$ cat src/rtl/cyclic_ready_picker_if.sv
// Handshake bundle between the cyclic entry tracker and its client.
// master: allocator / marker / issue consumer / retirer.
// slave : cyclic_ready_picker.
interface cyclic_ready_picker_if #(
    parameter int unsigned LOG_WIDTH = 3
);
    logic                 alloc_valid;
    logic                 alloc_ready;
    logic [LOG_WIDTH-1:0] alloc_idx;
    logic                 mark_valid;
    logic [LOG_WIDTH-1:0] mark_idx;
    logic                 issue_valid;
    logic                 issue_ready;
    logic [LOG_WIDTH-1:0] issue_idx;
    logic                 retire_valid;
    logic [LOG_WIDTH-1:0] head_idx;
    logic [LOG_WIDTH:0]   count;

    modport master (
        output alloc_valid, mark_valid, mark_idx, issue_ready, retire_valid,
        input  alloc_ready, alloc_idx, issue_valid, issue_idx, head_idx, count
    );

    modport slave (
        input  alloc_valid, mark_valid, mark_idx, issue_ready, retire_valid,
        output alloc_ready, alloc_idx, issue_valid, issue_idx, head_idx, count
    );
endinterface

$ cat src/rtl/cyclic_ready_picker.sv
// Cyclic-buffer entry tracker for prefetch queues: allocates at tail,
// retires at head, and issues the oldest pending occupied entry found by
// a cyclic search from head.
// Optional macro CYCLIC_PICKER_ERR_CHECK_EN adds a sticky error output
// flagging retire-while-empty, mark-to-unoccupied and alloc-while-full.
module cyclic_ready_picker #(
    parameter int unsigned LOG_WIDTH = 3
) (
    input  logic                     clk,
    input  logic                     resetN,
    cyclic_ready_picker_if.slave     bus
`ifdef CYCLIC_PICKER_ERR_CHECK_EN
    ,
    output logic                     err_sticky
`endif
);
    localparam int unsigned WIDTH = 1 << LOG_WIDTH;
    localparam int unsigned CNT_W = LOG_WIDTH + 1;

    logic [LOG_WIDTH-1:0] r_head;
    logic [LOG_WIDTH-1:0] r_tail;
    logic [CNT_W-1:0]     r_count;
    logic [WIDTH-1:0]     r_pending;

    logic [WIDTH-1:0]     w_occupied;
    logic [WIDTH-1:0]     w_cand;
    logic [WIDTH-1:0]     w_rot;
    logic [LOG_WIDTH-1:0] w_first;
    logic                 w_any;
    logic                 w_full;
    logic                 w_empty;
    logic                 w_alloc_fire;
    logic                 w_issue_fire;
    logic                 w_retire_fire;
    logic                 w_mark_ok;
    logic [LOG_WIDTH-1:0] w_issue_idx;
    logic [WIDTH-1:0]     w_pending_nxt;

    assign w_full  = (r_count == CNT_W'(WIDTH));
    assign w_empty = (r_count == '0);

    // Occupied entries are those whose distance from head is below count.
    always_comb begin : occ_blk
        logic [LOG_WIDTH-1:0] off;
        off        = '0;
        w_occupied = '0;
        for (int i = 0; i < int'(WIDTH); i++) begin
            off           = LOG_WIDTH'(i) - r_head;
            w_occupied[i] = ({1'b0, off} < r_count);
        end
    end

    assign w_cand = r_pending & w_occupied;

    // Rotate candidates so that head sits at bit 0 (bit k = age rank k).
    always_comb begin
        w_rot = '0;
        for (int k = 0; k < int'(WIDTH); k++) begin
            w_rot[k] = w_cand[LOG_WIDTH'(k) + r_head];
        end
    end

    // Lowest set bit of the rotated vector is the oldest candidate.
    always_comb begin
        w_first = '0;
        w_any   = 1'b0;
        for (int k = int'(WIDTH) - 1; k >= 0; k--) begin
            if (w_rot[k]) begin
                w_first = LOG_WIDTH'(k);
                w_any   = 1'b1;
            end
        end
    end

    assign w_issue_idx   = r_head + w_first;
    assign w_alloc_fire  = bus.alloc_valid && !w_full;
    assign w_issue_fire  = w_any && bus.issue_ready;
    assign w_retire_fire = bus.retire_valid && !w_empty;
    assign w_mark_ok     = bus.mark_valid && w_occupied[bus.mark_idx];

    // Clears first, then an accepted mark sets unless retire frees that entry.
    always_comb begin
        w_pending_nxt = r_pending;
        if (w_alloc_fire) begin
            w_pending_nxt[r_tail] = 1'b0;
        end
        if (w_issue_fire) begin
            w_pending_nxt[w_issue_idx] = 1'b0;
        end
        if (w_retire_fire) begin
            w_pending_nxt[r_head] = 1'b0;
        end
        if (w_mark_ok && !(w_retire_fire && (bus.mark_idx == r_head))) begin
            w_pending_nxt[bus.mark_idx] = 1'b1;
        end
    end

    // Pointer, occupancy and pending state.
    always_ff @(posedge clk or negedge resetN) begin
        if (!resetN) begin
            r_head    <= '0;
            r_tail    <= '0;
            r_count   <= '0;
            r_pending <= '0;
        end else begin
            r_pending <= w_pending_nxt;
            if (w_alloc_fire) begin
                r_tail <= r_tail + LOG_WIDTH'(1);
            end
            if (w_retire_fire) begin
                r_head <= r_head + LOG_WIDTH'(1);
            end
            r_count <= r_count + CNT_W'(w_alloc_fire) - CNT_W'(w_retire_fire);
        end
    end

`ifdef CYCLIC_PICKER_ERR_CHECK_EN
    logic r_err;
    logic w_err_evt;

    assign w_err_evt = (bus.retire_valid && w_empty)
                     || (bus.mark_valid && !w_occupied[bus.mark_idx])
                     || (bus.alloc_valid && w_full);

    // Sticky flag for any illegal request; only reset clears it.
    always_ff @(posedge clk or negedge resetN) begin
        if (!resetN) begin
            r_err <= 1'b0;
        end else if (w_err_evt) begin
            r_err <= 1'b1;
        end
    end

    assign err_sticky = r_err;
`endif

    assign bus.alloc_ready = !w_full;
    assign bus.alloc_idx   = r_tail;
    assign bus.issue_valid = w_any;
    assign bus.issue_idx   = w_issue_idx;
    assign bus.head_idx    = r_head;
    assign bus.count       = r_count;
endmodule

$ cat src/flat_wrapper.sv
// flat-port wrapper written by rule: the top's interface ports become plain ports
module cyclic_ready_picker_flat 
#(
    parameter int unsigned LOG_WIDTH = 3
)
  (clk, resetN, bus_alloc_valid, bus_mark_valid, bus_mark_idx, bus_issue_ready, bus_retire_valid, bus_alloc_ready, bus_alloc_idx, bus_issue_valid, bus_issue_idx, bus_head_idx, bus_count);
  cyclic_ready_picker_if #(.LOG_WIDTH(LOG_WIDTH)) bus_i ();
  input  logic clk;
  input  logic resetN;
  input wire logic [$bits(bus_i.alloc_valid)-1:0] bus_alloc_valid;
  input wire logic [$bits(bus_i.mark_valid)-1:0] bus_mark_valid;
  input wire logic [$bits(bus_i.mark_idx)-1:0] bus_mark_idx;
  input wire logic [$bits(bus_i.issue_ready)-1:0] bus_issue_ready;
  input wire logic [$bits(bus_i.retire_valid)-1:0] bus_retire_valid;
  output wire logic [$bits(bus_i.alloc_ready)-1:0] bus_alloc_ready;
  output wire logic [$bits(bus_i.alloc_idx)-1:0] bus_alloc_idx;
  output wire logic [$bits(bus_i.issue_valid)-1:0] bus_issue_valid;
  output wire logic [$bits(bus_i.issue_idx)-1:0] bus_issue_idx;
  output wire logic [$bits(bus_i.head_idx)-1:0] bus_head_idx;
  output wire logic [$bits(bus_i.count)-1:0] bus_count;
  assign bus_i.alloc_valid = bus_alloc_valid;
  assign bus_i.mark_valid = bus_mark_valid;
  assign bus_i.mark_idx = bus_mark_idx;
  assign bus_i.issue_ready = bus_issue_ready;
  assign bus_i.retire_valid = bus_retire_valid;
  assign bus_alloc_ready = bus_i.alloc_ready;
  assign bus_alloc_idx = bus_i.alloc_idx;
  assign bus_issue_valid = bus_i.issue_valid;
  assign bus_issue_idx = bus_i.issue_idx;
  assign bus_head_idx = bus_i.head_idx;
  assign bus_count = bus_i.count;
  cyclic_ready_picker #(.LOG_WIDTH(LOG_WIDTH)) u_core (.clk(clk), .resetN(resetN), .bus(bus_i));
endmodule
$ cat config.mk
export PLATFORM = sky130hd
export DESIGN_NAME = cyclic_ready_picker_flat
export DESIGN_NICKNAME = d
export VERILOG_FILES = /design/src/rtl/cyclic_ready_picker_if.sv /design/src/rtl/cyclic_ready_picker.sv /design/src/flat_wrapper.sv
export SDC_FILE = /design/constraint.sdc
export NUM_CORES = 1
export LEC_CHECK = 0
export BUFFER_PORTS_ARGS = -buffer_cell sky130_fd_sc_hd__buf_2
export CAP_MARGIN = 20
export CORE_MARGIN = 4
export CORE_UTILIZATION = 60
export CTS_CLUSTER_SIZE = 12
export DETAILED_ROUTE_END_ITERATION = 12
export PLACE_DENSITY = 0.77
export SETUP_SLACK_MARGIN = 0.4
export SYNTH_ARGS = -nofsm -noshare
export SYNTH_HDL_FRONTEND = slang
export SYNTH_SLANG_ARGS = --single-unit
$ cat constraint.sdc
create_clock -name clk -period 13.2 [get_ports clk]
set_input_delay 0.66 -clock clk [delete_from_list [all_inputs] [get_ports clk]]
set_output_delay 0.66 -clock clk [all_outputs]
set_load 0.05 [all_outputs]
=== Yosys cells after proc, flatten, opt, wreduce, memory -nomap -nowiden ===
Index checks and enable logic that the tools add are counted.

* Add/sub/neg operators: 19
* Magnitude comparators: 23
* Equal/unequal tests: 2
* Multiplexer cells: 46
* Bitwise logic cells: 8
* Reduce and logical (&&, ||, !) cells: 14

{| class="wikitable"
|+ Operators by type and width
! kind !! count
|-
| $lt 3x4->1 const B || 11
|-
| $and 8x8->8 || 4
|-
| $lt 3x4->1 || 8
|-
| $mux 8 || 4
|-
| $bmux 1 s3 || 9
|-
| $mux 3 || 8
|-
| $not 8->8 || 3
|-
| $mux 1 || 21
|-
| $add 3x3->3 const A || 4
|-
| $demux 1 s3 || 4
|-
| $ge 3x1->1 const B || 4
|-
| $sub 3x3->3 const A || 4
|-
| $logic_and 1x1->1 || 10
|-
| $or 8x8->8 || 1
|-
| $add 2x3->3 const A || 2
|-
| $sub 1x3->3 const A || 2
|-
| $sub 2x3->3 const A || 2
|-
| $add 4x1->4 || 1
|-
| $eq 4x4->1 const B || 1
|-
| $logic_not 4->1 || 1
|-
| $sub 4x1->4 || 1
|-
| $add 1x3->3 const A || 1
|-
| $add 3x1->3 const B || 1
|-
| $add 3x3->3 || 1
|-
| other kinds (2) || 4
|}

* Bits in registers: 18
* Input bits: 9
* Output and inout bits: 15
* Word-level logic and storage cells: 116

=== Longest topological paths before layout ===
* Depth in word-level cells: 25
* Gate-level depth with buffers: 22
* Mapped depth without buffers: 21

=== Least setup slack after synthesis ===
OpenSTA, ideal clock, no wires.

* Kind: flip-flop to output port
* Start: register u_core.r_head[2], in the netlist u_core.bus.head_idx[2]
* End: output bus_issue_idx[2]
* Data arrival time: 4872 ps
* Data required time: 12540 ps
* Path slack: 7668 ps
* Cell stages (with the launch flop): 20
* Path buffers: 1
* Cells stage by stage: dfrtp_1 clkbuf_1 inv_1 ha_1 inv_1 ha_1 nor2b_1 a221oi_2 o21ai_1 mux4_2 mux2i_1 a2bb2oi_1 o21bai_1 a21oi_1 ha_1 inv_1 fa_1 xnor2_1 xnor2_1 inv_2

* Cells in the longest elaborated chain, start to end: 14
* Elaborated cells between the ends (all ways): 49
* Classes of those cells: 16 x add/sub; 8 x order compare; 24 x mux; 1 x bitwise

{| class="wikitable"
|+ RTL lines
! element !! line !! source
|-
| start: declaration || cyclic_ready_picker.sv:20 || <nowiki>logic [LOG_WIDTH-1:0] r_head;</nowiki>
|-
| start signal: assignment || cyclic_ready_picker.sv:111 || <nowiki>r_head <= r_head + LOG_WIDTH'(1);</nowiki>
|-
| $sub 1x3->3 (tied with other cells) || cyclic_ready_picker.sv:48 || <nowiki>off = LOG_WIDTH'(i) - r_head;</nowiki>
|-
| $lt 3x4->1 || cyclic_ready_picker.sv:49 || <nowiki>w_occupied[i] = ({1'b0, off} < r_count);</nowiki>
|-
| $and 8x8->8 || cyclic_ready_picker.sv:53 || <nowiki>assign w_cand = r_pending & w_occupied;</nowiki>
|-
| $bmux 1 s3 || cyclic_ready_picker.sv:59 || <nowiki>w_rot[k] = w_cand[LOG_WIDTH'(k) + r_head];</nowiki>
|-
| $mux 1 (implied by the code) || cyclic_ready_picker.sv:59 ||
|-
| $mux 3 (8 in series) || cyclic_ready_picker.sv:68 || <nowiki>if (w_rot[k]) begin</nowiki>
|-
| $add 3x3->3 (*) || cyclic_ready_picker.sv:75 || <nowiki>assign w_issue_idx = r_head + w_first;</nowiki>
|-
| end: declaration || flat_wrapper.sv:18 || <nowiki>output wire logic [$bits(bus_i.issue_idx)-1:0] bus_issue_idx;</nowiki>
|}

Every way passes the cells marked *; elsewhere a longest branch is shown, timed or not. The select of a mux whose other input is x is not followed.

=== Final worst setup path ===
* Start: register u_core.r_head[1], in the netlist u_core.bus.head_idx[1]
* End: output bus_issue_idx[2]

Same word-level chain as after synthesis.

==> qor.csv <==
stage;metric;value;unit
status;outcome;finished, final reports clean;
layout;antenna_cells;0;
timing;layout_min_cycle_time;6300;ps
synthesis;synth_top_area_share;19.6;%
timing;fin_hold_ws;328;ps
global_route;grt_pass1_wl;9600;um
layout;n_fill_cell;313;
floorplanning;rows;22;
job;max-cap-violations;0;
clock_network;clock_latency;260;ps
placed_design;portBuffers;23;
clock_network;cts_sinks;18;
clock_network;numCtsBuffers;3;
layout;area_growth;7.84;%
clock_network;clkTransAtPathRegs;70;ps
synthesis;ys_async_sr_fraction;100;%
global_route;grt_max_degree;19;
drt;firstDrtPassIters;4;
layout;fin_util;67.2;%
timing;setup_violations;0;
placed_design;dp_hpwl;4430;um
global_route;grt.total_usage;24.2;%
synthesis;avgSynthCellArea;9.08;um2
worst_setup_path;crit_required;12540;ps
synthesis;synth_enable_flop_cells;0;
drt;ant_nets;0;
synthesis;ys_types;42;
drt;drtIter0Drc;87;
synthesis;synthFlopType;dfrtp_1;
synthesis;synthesis.area;2300;um2
timing;timing.fmax;159;MHz
worst_setup_path;crit_type;reg -> out;
timing;fin_worst_skew;3.47;ps
floorplanning;initial_core_util;62.3;%
drt;drc;0;
layout;drive_above_1_share;17.4;%
clock_network;cts-resized-gates;0;
timing;rsz0062_at_grt;no;
floorplanning;pin_count;24;
clock_network;cts_tree;built;
timing;worstMarginPinSlew;674;ps
timing;finalHoldViolations;0;
synthesis;syn_nets;291;
timing;finalSetupTns;0;ps
clock_network;hold_buffers;0;
worst_setup_path;cp_max_fo;15;
worst_setup_path;start_kind;flop;
drt;wire_per_inst;17.7;um
floorplanning;core;3690;um2
worst_setup_path;reg2reg_depth;20;
clock_network;cts_setup_buffers;0;
clock_network;cts-root-buf;clkbuf_8;
floorplanning;die_w;69.9;um
synthesis;ys_seq_elements;18;
clock_network;h-tree-depth;1;
worst_hold_path;hp-class;in -> async;
global_route;overflow;0;
layout;seqCellArea;450;um2
drt;wl;5640;um
worst_setup_path;crit_arrival;5640;ps
synthesis;ys_seq_area_share;19.6;%
drt;vias_per_cell;6.30;
global_route;grt_pass1_vias;1950;
timing;finalMaxSlewViolations;0;
layout;finalInstanceArea;2480;um2
global_route;grt_antenna_before_repair;0;
layout;nets;310;
timing;relSlewSlack;55.0;%
placed_design;gp_congestion;0.927;
synthesis;yosys.area.top_type;dfrtp_1;
worst_setup_path;end_kind;output pin;
layout;multi_input_area;1730;um2
synthesis;ys_warn_count;0;
placed_design;post_dp_cell_area;2440;um2
clock_network;clock_path_buffers;2;
floorplanning;die_area;4890;um2
floorplanning;die_y;69.9;um
drt;num_vias;2002;
synthesis;ys_top_cells_by_count;ha_1, nand2_1, nand3_1;
synthesis;synthTopCellsByArea;dfrtp_1, ha_1, mux4_2;
timing;min_period_over_period;47.7;%
synthesis;synthCells;253;
-- path summary, 6_finish.rpt --
path                                                     start                                  end  slack (ps)
max in group asynchronous                               resetN        u_core.r_pending[2]$_DFF_PN0_       12560
max                         u_core.bus.head_idx[1]$_DFFE_PN0P_                     bus_issue_idx[2]        6900
min in group clk           u_core.bus.alloc_idx[2]$_DFFE_PN0P_  u_core.bus.alloc_idx[2]$_DFFE_PN0P_         580
max reg2reg                 u_core.bus.head_idx[1]$_DFFE_PN0P_        u_core.r_pending[7]$_DFF_PN0_        7760
min reg2reg                u_core.bus.alloc_idx[2]$_DFFE_PN0P_  u_core.bus.alloc_idx[2]$_DFFE_PN0P_         580
min                                                     resetN        u_core.bus.count[1]$_DFF_PN0_         330
-- critical path, stage by stage (launching register included) --
cell and delay, ps:
dfrtp_1 780, inv_1 360, ha_1 300, ha_1 320
inv_1 90, ha_1 290, a21o_1 150, a31oi_1 250
o21ai_1 150, mux4_2 560, mux2i_1 160, a2bb2oi_1 190
o21bai_1 90, a21oi_1 150, ha_1 160, inv_1 50
fa_1 400, xnor2_1 200, xnor2_1 420, inv_2 80
buf_2 220
-- area by class of cell --
| type | instances | share of cell area (%) |
|---|---|---|
| Timing Repair Buffer | 23 | 4.64 |
| Sequential cell | 18 | 18.2 |
| Multi-Input combinational cell | 204 | 69.8 |
| Inverter | 22 | 3.33 |
| Tap cell | 48 | 2.42 |
| Clock buffer | 3 | 1.67 |
-- routing by layer --
layer  wire length (um)  global-route usage [%]
met5                  0                       0
met4                 85                    6.81
met3                384                    3.60
met2               2700                    39.0
met1               2470                    33.8
-- logic make-up (layout without fill, tap and decap cells) --
kind of cell               Yosys count  count (layout)  share of synthesized area (%)
AOI/OAI and AO/OA                   50              50                           16.9
muxes                               27              27                           19.0
buffers and inverters               31              48                           5.17
DFF                                 18              18                           19.6
adders and majority gates           29              29                           16.4
and+or+nand+nor                     85              85                           18.0
xor gates and xnor gates            13              13                           4.95
-- metrics by stage --
stage	std cells	setup WS (ps)
floorplan	253	7670
global placement	315	7380
detailed placement	315	7240
CTS	318	6940
global route	318	6460
finish	318	6900
-- cells in the final DEF (no fill, tap or decap), drive strengths merged, types with 3 or more instances in the layout --
cell type / netlist / routed
ha: 27 / 27
clkbuf: 6 / 3
a21o: 6 / 6
nor3: 3 / 3
nand3: 20 / 20
nor2b: 6 / 6
xnor2: 7 / 7
a221oi: 3 / 3
mux2i: 14 / 14
mux4: 13 / 13
dfrtp: 18 / 18
a41o: 8 / 8
inv: 21 / 21
a21oi: 7 / 7
a31oi: 5 / 5
o21ai: 9 / 9
o211ai: 5 / 5
xor2: 6 / 6
nor2: 14 / 14
and2: 4 / 4
nand2: 28 / 28
buf: 3 / 23
-- registers in the layout, indices dropped and copies added, names as in the netlist --
| register | cells |
|---|---|
| u_core.r_pending | 8 |
| u_core.bus.count | 4 |
| u_core.bus.head_idx | 3 |
| u_core.bus.alloc_idx | 3 |
Power is not shown: default switching activity piles up to over one toggle a cycle in this logic, so the estimate is an artifact.
